--- src/rtl/dmem_pkg.sv ---
// Shared definitions for the data memory arbiter.
// Contents:
//   SZ_B/SZ_H/SZ_W/SZ_D : access size encodings (1/2/4/8 bytes)
//   state_t             : arbiter FSM states
//   size_bytes()        : size encoding -> byte count
package dmem_pkg;

    localparam logic [1:0] SZ_B = 2'b00;
    localparam logic [1:0] SZ_H = 2'b01;
    localparam logic [1:0] SZ_W = 2'b10;
    localparam logic [1:0] SZ_D = 2'b11;

    typedef enum logic {
        IDLE = 1'b0,   // free, may accept one request
        RESP = 1'b1    // holding the response for the granted port
    } state_t;

    function automatic logic [3:0] size_bytes(input logic [1:0] size);
        size_bytes = 4'd1 << size;
    endfunction

endpackage

--- src/rtl/data_memory_arbiter_if.sv ---
// One requester's request/response channel into the data memory arbiter.
// Signals:
//   rqValid/rqReady   request handshake; rqAddr, rqWdata, rqSize, rqSext, rqWe request fields
//   rspValid/rspReady response handshake; rspRdata, rspErr response fields
// Handshake rules (both channels): a transfer happens on a rising clock edge where valid
// and ready are both high. The sender holds valid and all fields stable until that edge;
// ready may depend combinationally on valid, valid never depends on ready.
// Modports: master = requester side, slave = arbiter side.
interface data_memory_arbiter_if #(
    parameter int ADDR_WIDTH = 11,
    parameter int DATA_WIDTH = 64
);
    logic                  rqValid;
    logic                  rqReady;
    logic [ADDR_WIDTH-1:0] rqAddr;
    logic [DATA_WIDTH-1:0] rqWdata;
    logic [1:0]            rqSize;
    logic                  rqSext;
    logic                  rqWe;
    logic                  rspValid;
    logic                  rspReady;
    logic [DATA_WIDTH-1:0] rspRdata;
    logic                  rspErr;

    modport master (
        output rqValid, rqAddr, rqWdata, rqSize, rqSext, rqWe, rspReady,
        input  rqReady, rspValid, rspRdata, rspErr
    );

    modport slave (
        input  rqValid, rqAddr, rqWdata, rqSize, rqSext, rqWe, rspReady,
        output rqReady, rspValid, rspRdata, rspErr
    );
endinterface

--- src/rtl/rr_arbiter2.sv ---
// Two-way round-robin arbiter.
// Ports:
//   clk, reset : clock, synchronous active-high reset
//   req[1:0]   : request lines
//   advance    : the current grant was taken this cycle; rotate priority
//   grant[1:0] : one-hot (or zero) grant
//   prio       : port currently preferred when both request (debug visibility)
module rr_arbiter2 (
    input  logic       clk,
    input  logic       reset,
    input  logic [1:0] req,
    input  logic       advance,
    output logic [1:0] grant,
    output logic       prio
);
    always_comb begin
        grant = 2'b00;
        if (!prio) begin
            grant[0] = req[0];
            grant[1] = req[1] & ~req[0];
        end else begin
            grant[1] = req[1];
            grant[0] = req[0] & ~req[1];
        end
    end

    // After serving port 0 prefer port 1 and vice versa.
    always_ff @(posedge clk) begin
        if (reset) begin
            prio <= 1'b0;
        end else if (advance) begin
            prio <= grant[0];
        end
    end
endmodule

--- src/rtl/data_memory_arbiter.sv ---
// Shares the single-port data memory between port 0 (load/store unit) and port 1
// (debug/program loader). One access in flight; the response is registered and held
// until the requester takes it. Misaligned / out-of-range accesses never touch memory
// and return rspErr=1 with zero data.
// Ports:
//   clk, reset      : clock, synchronous active-high reset
//   rq0, rq1        : requester channels (slave side)
//   mem_*           : single-port memory (combinational read, write on rising edge)
//   dbgState, dbgPrio : FSM state and round-robin preferred port
module data_memory_arbiter
    import dmem_pkg::*;
#(
    parameter int ADDR_WIDTH = 11,
    parameter int DATA_WIDTH = 64
) (
    input  logic                  clk,
    input  logic                  reset,
    data_memory_arbiter_if.slave  rq0,
    data_memory_arbiter_if.slave  rq1,
    output logic [ADDR_WIDTH-1:0] mem_address,
    output logic [DATA_WIDTH-1:0] mem_write_data,
    output logic                  mem_sign_ext,
    output logic [1:0]            mem_write_size,
    output logic                  mem_write_en,
    input  logic [DATA_WIDTH-1:0] mem_read_data,
    output state_t                dbgState,
    output logic                  dbgPrio
);
    state_t                state;
    state_t                stateNext;
    logic [1:0]            req;
    logic [1:0]            grant;
    logic                  accept;
    logic                  selPort;
    logic [ADDR_WIDTH-1:0] selAddr;
    logic [1:0]            selSize;
    logic                  selWe;
    logic                  aligned;
    logic                  inRange;
    logic                  legal;
    logic [ADDR_WIDTH:0]   endAddr;
    logic                  respPort;
    logic [DATA_WIDTH-1:0] respData;
    logic                  respErr;
    logic                  respTaken;

    // Arbitration only in IDLE and never while reset is held.
    assign req    = {rq1.rqValid, rq0.rqValid} & {2{(state == IDLE) && !reset}};
    assign accept = |grant;

    rr_arbiter2 uArb (
        .clk     (clk),
        .reset   (reset),
        .req     (req),
        .advance (accept),
        .grant   (grant),
        .prio    (dbgPrio)
    );

    assign rq0.rqReady = grant[0];
    assign rq1.rqReady = grant[1];

    assign selPort = grant[1];
    assign selAddr = selPort ? rq1.rqAddr : rq0.rqAddr;
    assign selSize = selPort ? rq1.rqSize : rq0.rqSize;
    assign selWe   = selPort ? rq1.rqWe   : rq0.rqWe;

    always_comb begin
        aligned = 1'b1;
        case (selSize)
            SZ_B:    aligned = 1'b1;
            SZ_H:    aligned = (selAddr[0]   == 1'b0);
            SZ_W:    aligned = (selAddr[1:0] == 2'b00);
            default: aligned = (selAddr[2:0] == 3'b000);
        endcase
    end

    // End address computed one bit wider so the last byte of memory is reachable.
    assign endAddr = {1'b0, selAddr} + {{(ADDR_WIDTH-3){1'b0}}, size_bytes(selSize)};
    assign inRange = endAddr <= {1'b1, {ADDR_WIDTH{1'b0}}};
    assign legal   = aligned & inRange;

    // Memory is driven from the selected request; only the write enable is qualified.
    assign mem_address    = selAddr;
    assign mem_write_data = selPort ? rq1.rqWdata : rq0.rqWdata;
    assign mem_sign_ext   = selPort ? rq1.rqSext  : rq0.rqSext;
    assign mem_write_size = selSize;
    assign mem_write_en   = accept & selWe & legal;

    assign respTaken = respPort ? rq1.rspReady : rq0.rspReady;

    always_comb begin
        stateNext = state;
        case (state)
            IDLE:    if (accept)    stateNext = RESP;
            RESP:    if (respTaken) stateNext = IDLE;
            default: stateNext = IDLE;
        endcase
    end

    always_ff @(posedge clk) begin
        if (reset) begin
            state    <= IDLE;
            respPort <= 1'b0;
            respData <= '0;
            respErr  <= 1'b0;
        end else begin
            state <= stateNext;
            if (accept) begin
                respPort <= selPort;
                respErr  <= ~legal;
                respData <= (legal && !selWe) ? mem_read_data : '0;
            end
        end
    end

    assign rq0.rspValid = (state == RESP) && !respPort;
    assign rq1.rspValid = (state == RESP) &&  respPort;
    assign rq0.rspRdata = rq0.rspValid ? respData : '0;
    assign rq1.rspRdata = rq1.rspValid ? respData : '0;
    assign rq0.rspErr   = rq0.rspValid & respErr;
    assign rq1.rspErr   = rq1.rspValid & respErr;

    assign dbgState = state;
endmodule

--- src/flat_wrapper.sv ---
// flat-port wrapper written by rule: the top's interface ports become plain ports
module data_memory_arbiter_flat import dmem_pkg::*;
#(
    parameter int ADDR_WIDTH = 11,
    parameter int DATA_WIDTH = 64
)
  (clk, reset, mem_address, mem_write_data, mem_sign_ext, mem_write_size, mem_write_en, mem_read_data, dbgState, dbgPrio, rq0_rqValid, rq0_rqAddr, rq0_rqWdata, rq0_rqSize, rq0_rqSext, rq0_rqWe, rq0_rspReady, rq0_rqReady, rq0_rspValid, rq0_rspRdata, rq0_rspErr, rq1_rqValid, rq1_rqAddr, rq1_rqWdata, rq1_rqSize, rq1_rqSext, rq1_rqWe, rq1_rspReady, rq1_rqReady, rq1_rspValid, rq1_rspRdata, rq1_rspErr);
  data_memory_arbiter_if #(.ADDR_WIDTH(ADDR_WIDTH), .DATA_WIDTH(DATA_WIDTH)) rq0_i ();
  data_memory_arbiter_if #(.ADDR_WIDTH(ADDR_WIDTH), .DATA_WIDTH(DATA_WIDTH)) rq1_i ();
  input  logic clk;
  input  logic reset;
  output logic [ADDR_WIDTH-1:0] mem_address;
  output logic [DATA_WIDTH-1:0] mem_write_data;
  output logic mem_sign_ext;
  output logic [1:0] mem_write_size;
  output logic mem_write_en;
  input  logic [DATA_WIDTH-1:0] mem_read_data;
  output state_t dbgState;
  output logic dbgPrio;
  input wire logic [$bits(rq0_i.rqValid)-1:0] rq0_rqValid;
  input wire logic [$bits(rq0_i.rqAddr)-1:0] rq0_rqAddr;
  input wire logic [$bits(rq0_i.rqWdata)-1:0] rq0_rqWdata;
  input wire logic [$bits(rq0_i.rqSize)-1:0] rq0_rqSize;
  input wire logic [$bits(rq0_i.rqSext)-1:0] rq0_rqSext;
  input wire logic [$bits(rq0_i.rqWe)-1:0] rq0_rqWe;
  input wire logic [$bits(rq0_i.rspReady)-1:0] rq0_rspReady;
  output wire logic [$bits(rq0_i.rqReady)-1:0] rq0_rqReady;
  output wire logic [$bits(rq0_i.rspValid)-1:0] rq0_rspValid;
  output wire logic [$bits(rq0_i.rspRdata)-1:0] rq0_rspRdata;
  output wire logic [$bits(rq0_i.rspErr)-1:0] rq0_rspErr;
  input wire logic [$bits(rq1_i.rqValid)-1:0] rq1_rqValid;
  input wire logic [$bits(rq1_i.rqAddr)-1:0] rq1_rqAddr;
  input wire logic [$bits(rq1_i.rqWdata)-1:0] rq1_rqWdata;
  input wire logic [$bits(rq1_i.rqSize)-1:0] rq1_rqSize;
  input wire logic [$bits(rq1_i.rqSext)-1:0] rq1_rqSext;
  input wire logic [$bits(rq1_i.rqWe)-1:0] rq1_rqWe;
  input wire logic [$bits(rq1_i.rspReady)-1:0] rq1_rspReady;
  output wire logic [$bits(rq1_i.rqReady)-1:0] rq1_rqReady;
  output wire logic [$bits(rq1_i.rspValid)-1:0] rq1_rspValid;
  output wire logic [$bits(rq1_i.rspRdata)-1:0] rq1_rspRdata;
  output wire logic [$bits(rq1_i.rspErr)-1:0] rq1_rspErr;
  assign rq0_i.rqValid = rq0_rqValid;
  assign rq0_i.rqAddr = rq0_rqAddr;
  assign rq0_i.rqWdata = rq0_rqWdata;
  assign rq0_i.rqSize = rq0_rqSize;
  assign rq0_i.rqSext = rq0_rqSext;
  assign rq0_i.rqWe = rq0_rqWe;
  assign rq0_i.rspReady = rq0_rspReady;
  assign rq0_rqReady = rq0_i.rqReady;
  assign rq0_rspValid = rq0_i.rspValid;
  assign rq0_rspRdata = rq0_i.rspRdata;
  assign rq0_rspErr = rq0_i.rspErr;
  assign rq1_i.rqValid = rq1_rqValid;
  assign rq1_i.rqAddr = rq1_rqAddr;
  assign rq1_i.rqWdata = rq1_rqWdata;
  assign rq1_i.rqSize = rq1_rqSize;
  assign rq1_i.rqSext = rq1_rqSext;
  assign rq1_i.rqWe = rq1_rqWe;
  assign rq1_i.rspReady = rq1_rspReady;
  assign rq1_rqReady = rq1_i.rqReady;
  assign rq1_rspValid = rq1_i.rspValid;
  assign rq1_rspRdata = rq1_i.rspRdata;
  assign rq1_rspErr = rq1_i.rspErr;
  data_memory_arbiter #(.ADDR_WIDTH(ADDR_WIDTH), .DATA_WIDTH(DATA_WIDTH)) u_core (.clk(clk), .reset(reset), .rq0(rq0_i), .rq1(rq1_i), .mem_address(mem_address), .mem_write_data(mem_write_data), .mem_sign_ext(mem_sign_ext), .mem_write_size(mem_write_size), .mem_write_en(mem_write_en), .mem_read_data(mem_read_data), .dbgState(dbgState), .dbgPrio(dbgPrio));
endmodule
--- config.mk ---
export PLATFORM = sky130hd
export DESIGN_NAME = data_memory_arbiter_flat
export DESIGN_NICKNAME = d
export VERILOG_FILES = /design/src/rtl/dmem_pkg.sv /design/src/rtl/data_memory_arbiter_if.sv /design/src/rtl/rr_arbiter2.sv /design/src/rtl/data_memory_arbiter.sv /design/src/flat_wrapper.sv
export SDC_FILE = /design/constraint.sdc
export NUM_CORES = 1
export LEC_CHECK = 0
export CAP_MARGIN = 10
export CORE_AREA = 2 2 173 175
export DETAILED_ROUTE_END_ITERATION = 7
export DIE_AREA = 0 0 175 177
export GPL_ROUTABILITY_DRIVEN = 0
export PLACE_DENSITY = 0.49
export SKIP_CTS_REPAIR_TIMING = 1
export SLEW_MARGIN = 15
export SYNTH_ARGS = -nofsm -noshare
export SYNTH_HDL_FRONTEND = slang
export SYNTH_SLANG_ARGS = --single-unit
--- constraint.sdc ---
create_clock -name clk -period 8.7 [get_ports clk]
set_clock_uncertainty 0.2 [all_clocks]
set_input_delay 2.61 -clock clk [delete_from_list [all_inputs] [get_ports clk]]
set_output_delay 2.61 -clock clk [all_outputs]
set_load 0.01 [all_outputs]
==> results.json <==
{
  "slew_headroom": 0.362,
  "internal-power_mw": 0.726,
  "period_minus_slack_ps": 8170,
  "area_growth_pct": 119,
  "grt_pass1_wl_um": 35500,
  "yosysSeqAreaShare": 0.318,
  "syn-cell-area_um2": 4280,
  "io_pins": 443,
  "clkSinkCount": 68,
  "die_area_um2": 31000,
  "fin_cells": 1392,
  "core_um2": 29200,
  "whs_ps": 284,
  "ys.flop_type": "dfxtp_1",
  "syn_area_per_cell_um2": 7.35,
  "antenna_found_initial": 0,
  "overflow": 0,
  "fill_cells": 3131,
  "cp-end-kind": "primary output",
  "tightest_slew_ps": 954,
  "outcome": "complete, no violations",
  "slew_violations": 0,
  "io_buffers": 442,
  "final.period_utilization": 0.939,
  "dieHeight_um": 177,
  "hold_violations": 0,
  "worstSetupPathType": "input pin to primary output",
  "grt_usage": 0.152,
  "fin_setup_tns_ps": 0,
  "place_hpwl_um": 19400,
  "avgViaCountPerCell": 4.02,
  "syn_inst": 582,
  "synth_top_area_frac": 0.318,
  "ctsRootBufferMaster": "clkbuf_16",
  "regArea_um2": 1360,
  "max_freq_mhz": 122,
  "critPathRequiredTime_ps": 5890,
  "grt_max_degree": 74,
  "hold_path.class": "flip-flop to flip-flop",
  "diodes": 0,
  "p_clk_frac": 0.363,
  "grt_pass1_vias": 5675,
  "yosys_warnings": 0,
  "synthesis.nets": 815,
  "wl_um": 24800,
  "ys_ff_latch": 68,
  "combPwrFrac": 0.313,
  "ant_nets": 0,
  "yosys.area.top_type": "dfxtp_1",
  "ys_types": 34,
  "switching_share": 0.284,
  "setup_viol": 0,
  "clkLatencyLatePin_ps": 340,
  "drt_iter0_markers": 192,
  "first_pass_iters": 4,
  "clkTransAtPathRegs_ps": 50,
  "final_cell_area_um2": 9360,
  "drv_cap": 0,
  "fin_util": 0.320,
  "synthArstFlopShare": 0,
  "row_count": 63,
  "fin_nets": 1230,
  "initial_core_util": 0.146,
  "routedWlPerCell_um": 17.8,
  "critPathLaunchType": "input pin",
  "synth_edf_count": 0,
  "vias": 5596,
  "crit_path_max_fanout": 8,
  "vdd_drop_max_v": 0.0000853,
  "cts_made_buffers": 9,
  "htreeDepth": 3,
  "cts_tree": "built",
  "dp.cells": 1376,
  "crit_arrival_ps": 5360,
  "p_leak_nw": 4.01,
  "switchingPower_mw": 0.289,
  "place_area_um2": 9050,
  "power_per_cell_area_nw_per_um2": 108,
  "drc": 0,
  "grt_setup_unrepaired": "no",
  "seqPwrFrac": 0.324,
  "drive_gt1_frac": 0.0529,
  "clk_path_buf_depth": 2,
  "die_w_um": 175,
  "multi_input_area_um2": 2680,
  "synth.area.top_cells": "dfxtp_1 32%, nand2_1 17%, a22o_1 13%"
}
## power groups by stage
stage	combinational (mW)	clock [mW]	sequential (mW)
2_1_floorplan	0.109	0	0.333
3_3_place_gp	0.319	0	0.335
3_5_place_dp	0.320	0	0.335
4_1_cts	0.321	0.383	0.329
5_1_grt	0.344	0.394	0.330
6_report	0.318	0.368	0.329
## per-layer routing
layer	wire, µm	vias up	global-route usage
met5	0	-	0
met4	231	0	0.0375
met3	2290	12	0.0548
met2	12200	271	0.268
met1	10100	2525	0.175
li1	-	2788	-
## cells by family (layout without fill, tap and decap cells)
family / Yosys count / count (layout) / synth area share
DFF: 68 / 68 / 0.318
adders and majority gates: 5 / 5 / 0.0164
xor gates and xnor gates: 1 / 1 / 0.00205
buffers and inverters: 56 / 476 / 0.0632
and+or+nand+nor: 355 / 355 / 0.401
AOI/OAI and AO/OA: 85 / 85 / 0.168
muxes: 12 / 12 / 0.0313
## cell type report
type | instances | share of cell area
flip-flops and latches | 68 | 0.146
multi-input cells | 458 | 0.286
clock buffers | 9 | 0.0241
well taps | 390 | 0.0521
clock inverters | 7 | 0.00722
repair buffers | 454 | 0.482
inverters | 6 | 0.00241
## final timing paths
path | cells past startpoint | slack [ps] | to | start
worst max-delay path | 13 | 530 | mem_write_en | rq0_rqValid
worst min register to register | 1 | 280 | u_core.respData[40] | u_core.respData[40]
worst min-delay path | 1 | 280 | u_core.respData[40] | u_core.respData[40]
worst max register to register | 12 | 4940 | u_core.respData[16] | u_core.uArb.prio
## metrics by stage
stage / setup slack (ps) / total power [mW]
floorplan: 1180 / 0.442
global placement: 183 / 0.654
detailed placement: 108 / 0.655
CTS: 101 / 1.03
global route: 323 / 1.07
finish: 535 / 1.01
## state kept, by name, summed over array words and instances (netlist names)
| signal | flops |
|---|---|
| u_core.respData | 64 |
| u_core.respPort | 1 |
| u_core.uArb.prio | 1 |
| u_core.respErr | 1 |
| u_core.dbgState | 1 |
## synthesized netlist by cell type (4+ instances only)
master,count
nor2_1,8
a21oi_1,8
mux2_2,11
buf_6,8
a22o_1,64
clkbuf_1,41
and3_1,66
dfxtp_1,68
and2_1,67
nand2_1,199
ha_1,4
inv_1,6
## cells in the final DEF (no fill, tap or decap), drive strengths merged
cell type and count:
dlymetal6s2s 1, clkbuf 9, clkdlybuf4s50 440, mux2i 1
xor2 1, a2bb2oi 1, o22a 1, nand3 4
and3b 1, mux2 11, a22o 64, ha 4
o21a 2, and3 66, a311oi 2, buf 13
a21o 1, inv 6, dfxtp 68, nand2b 3
a21boi 1, fa 1, and2 67, nand2 199
a2111oi 1, clkinv 6, nor2 9, nand4 2
nor4b 1, a21oi 8, o21ai 4, nor3 2
or3b 1, bufinv 1
## critical path: stages
cell,delay (ps)
clkdlybuf4s50_1,480
nand2b_1,130
nand3_4,180
mux2i_2,270
inv_1,110
nor2_1,120
ha_1,200
fa_1,420
nor3_1,220
o21ai_2,130
a21oi_2,150
and2_1,160
dlymetal6s2s_1,190
(Power assumes the default switching activity.)
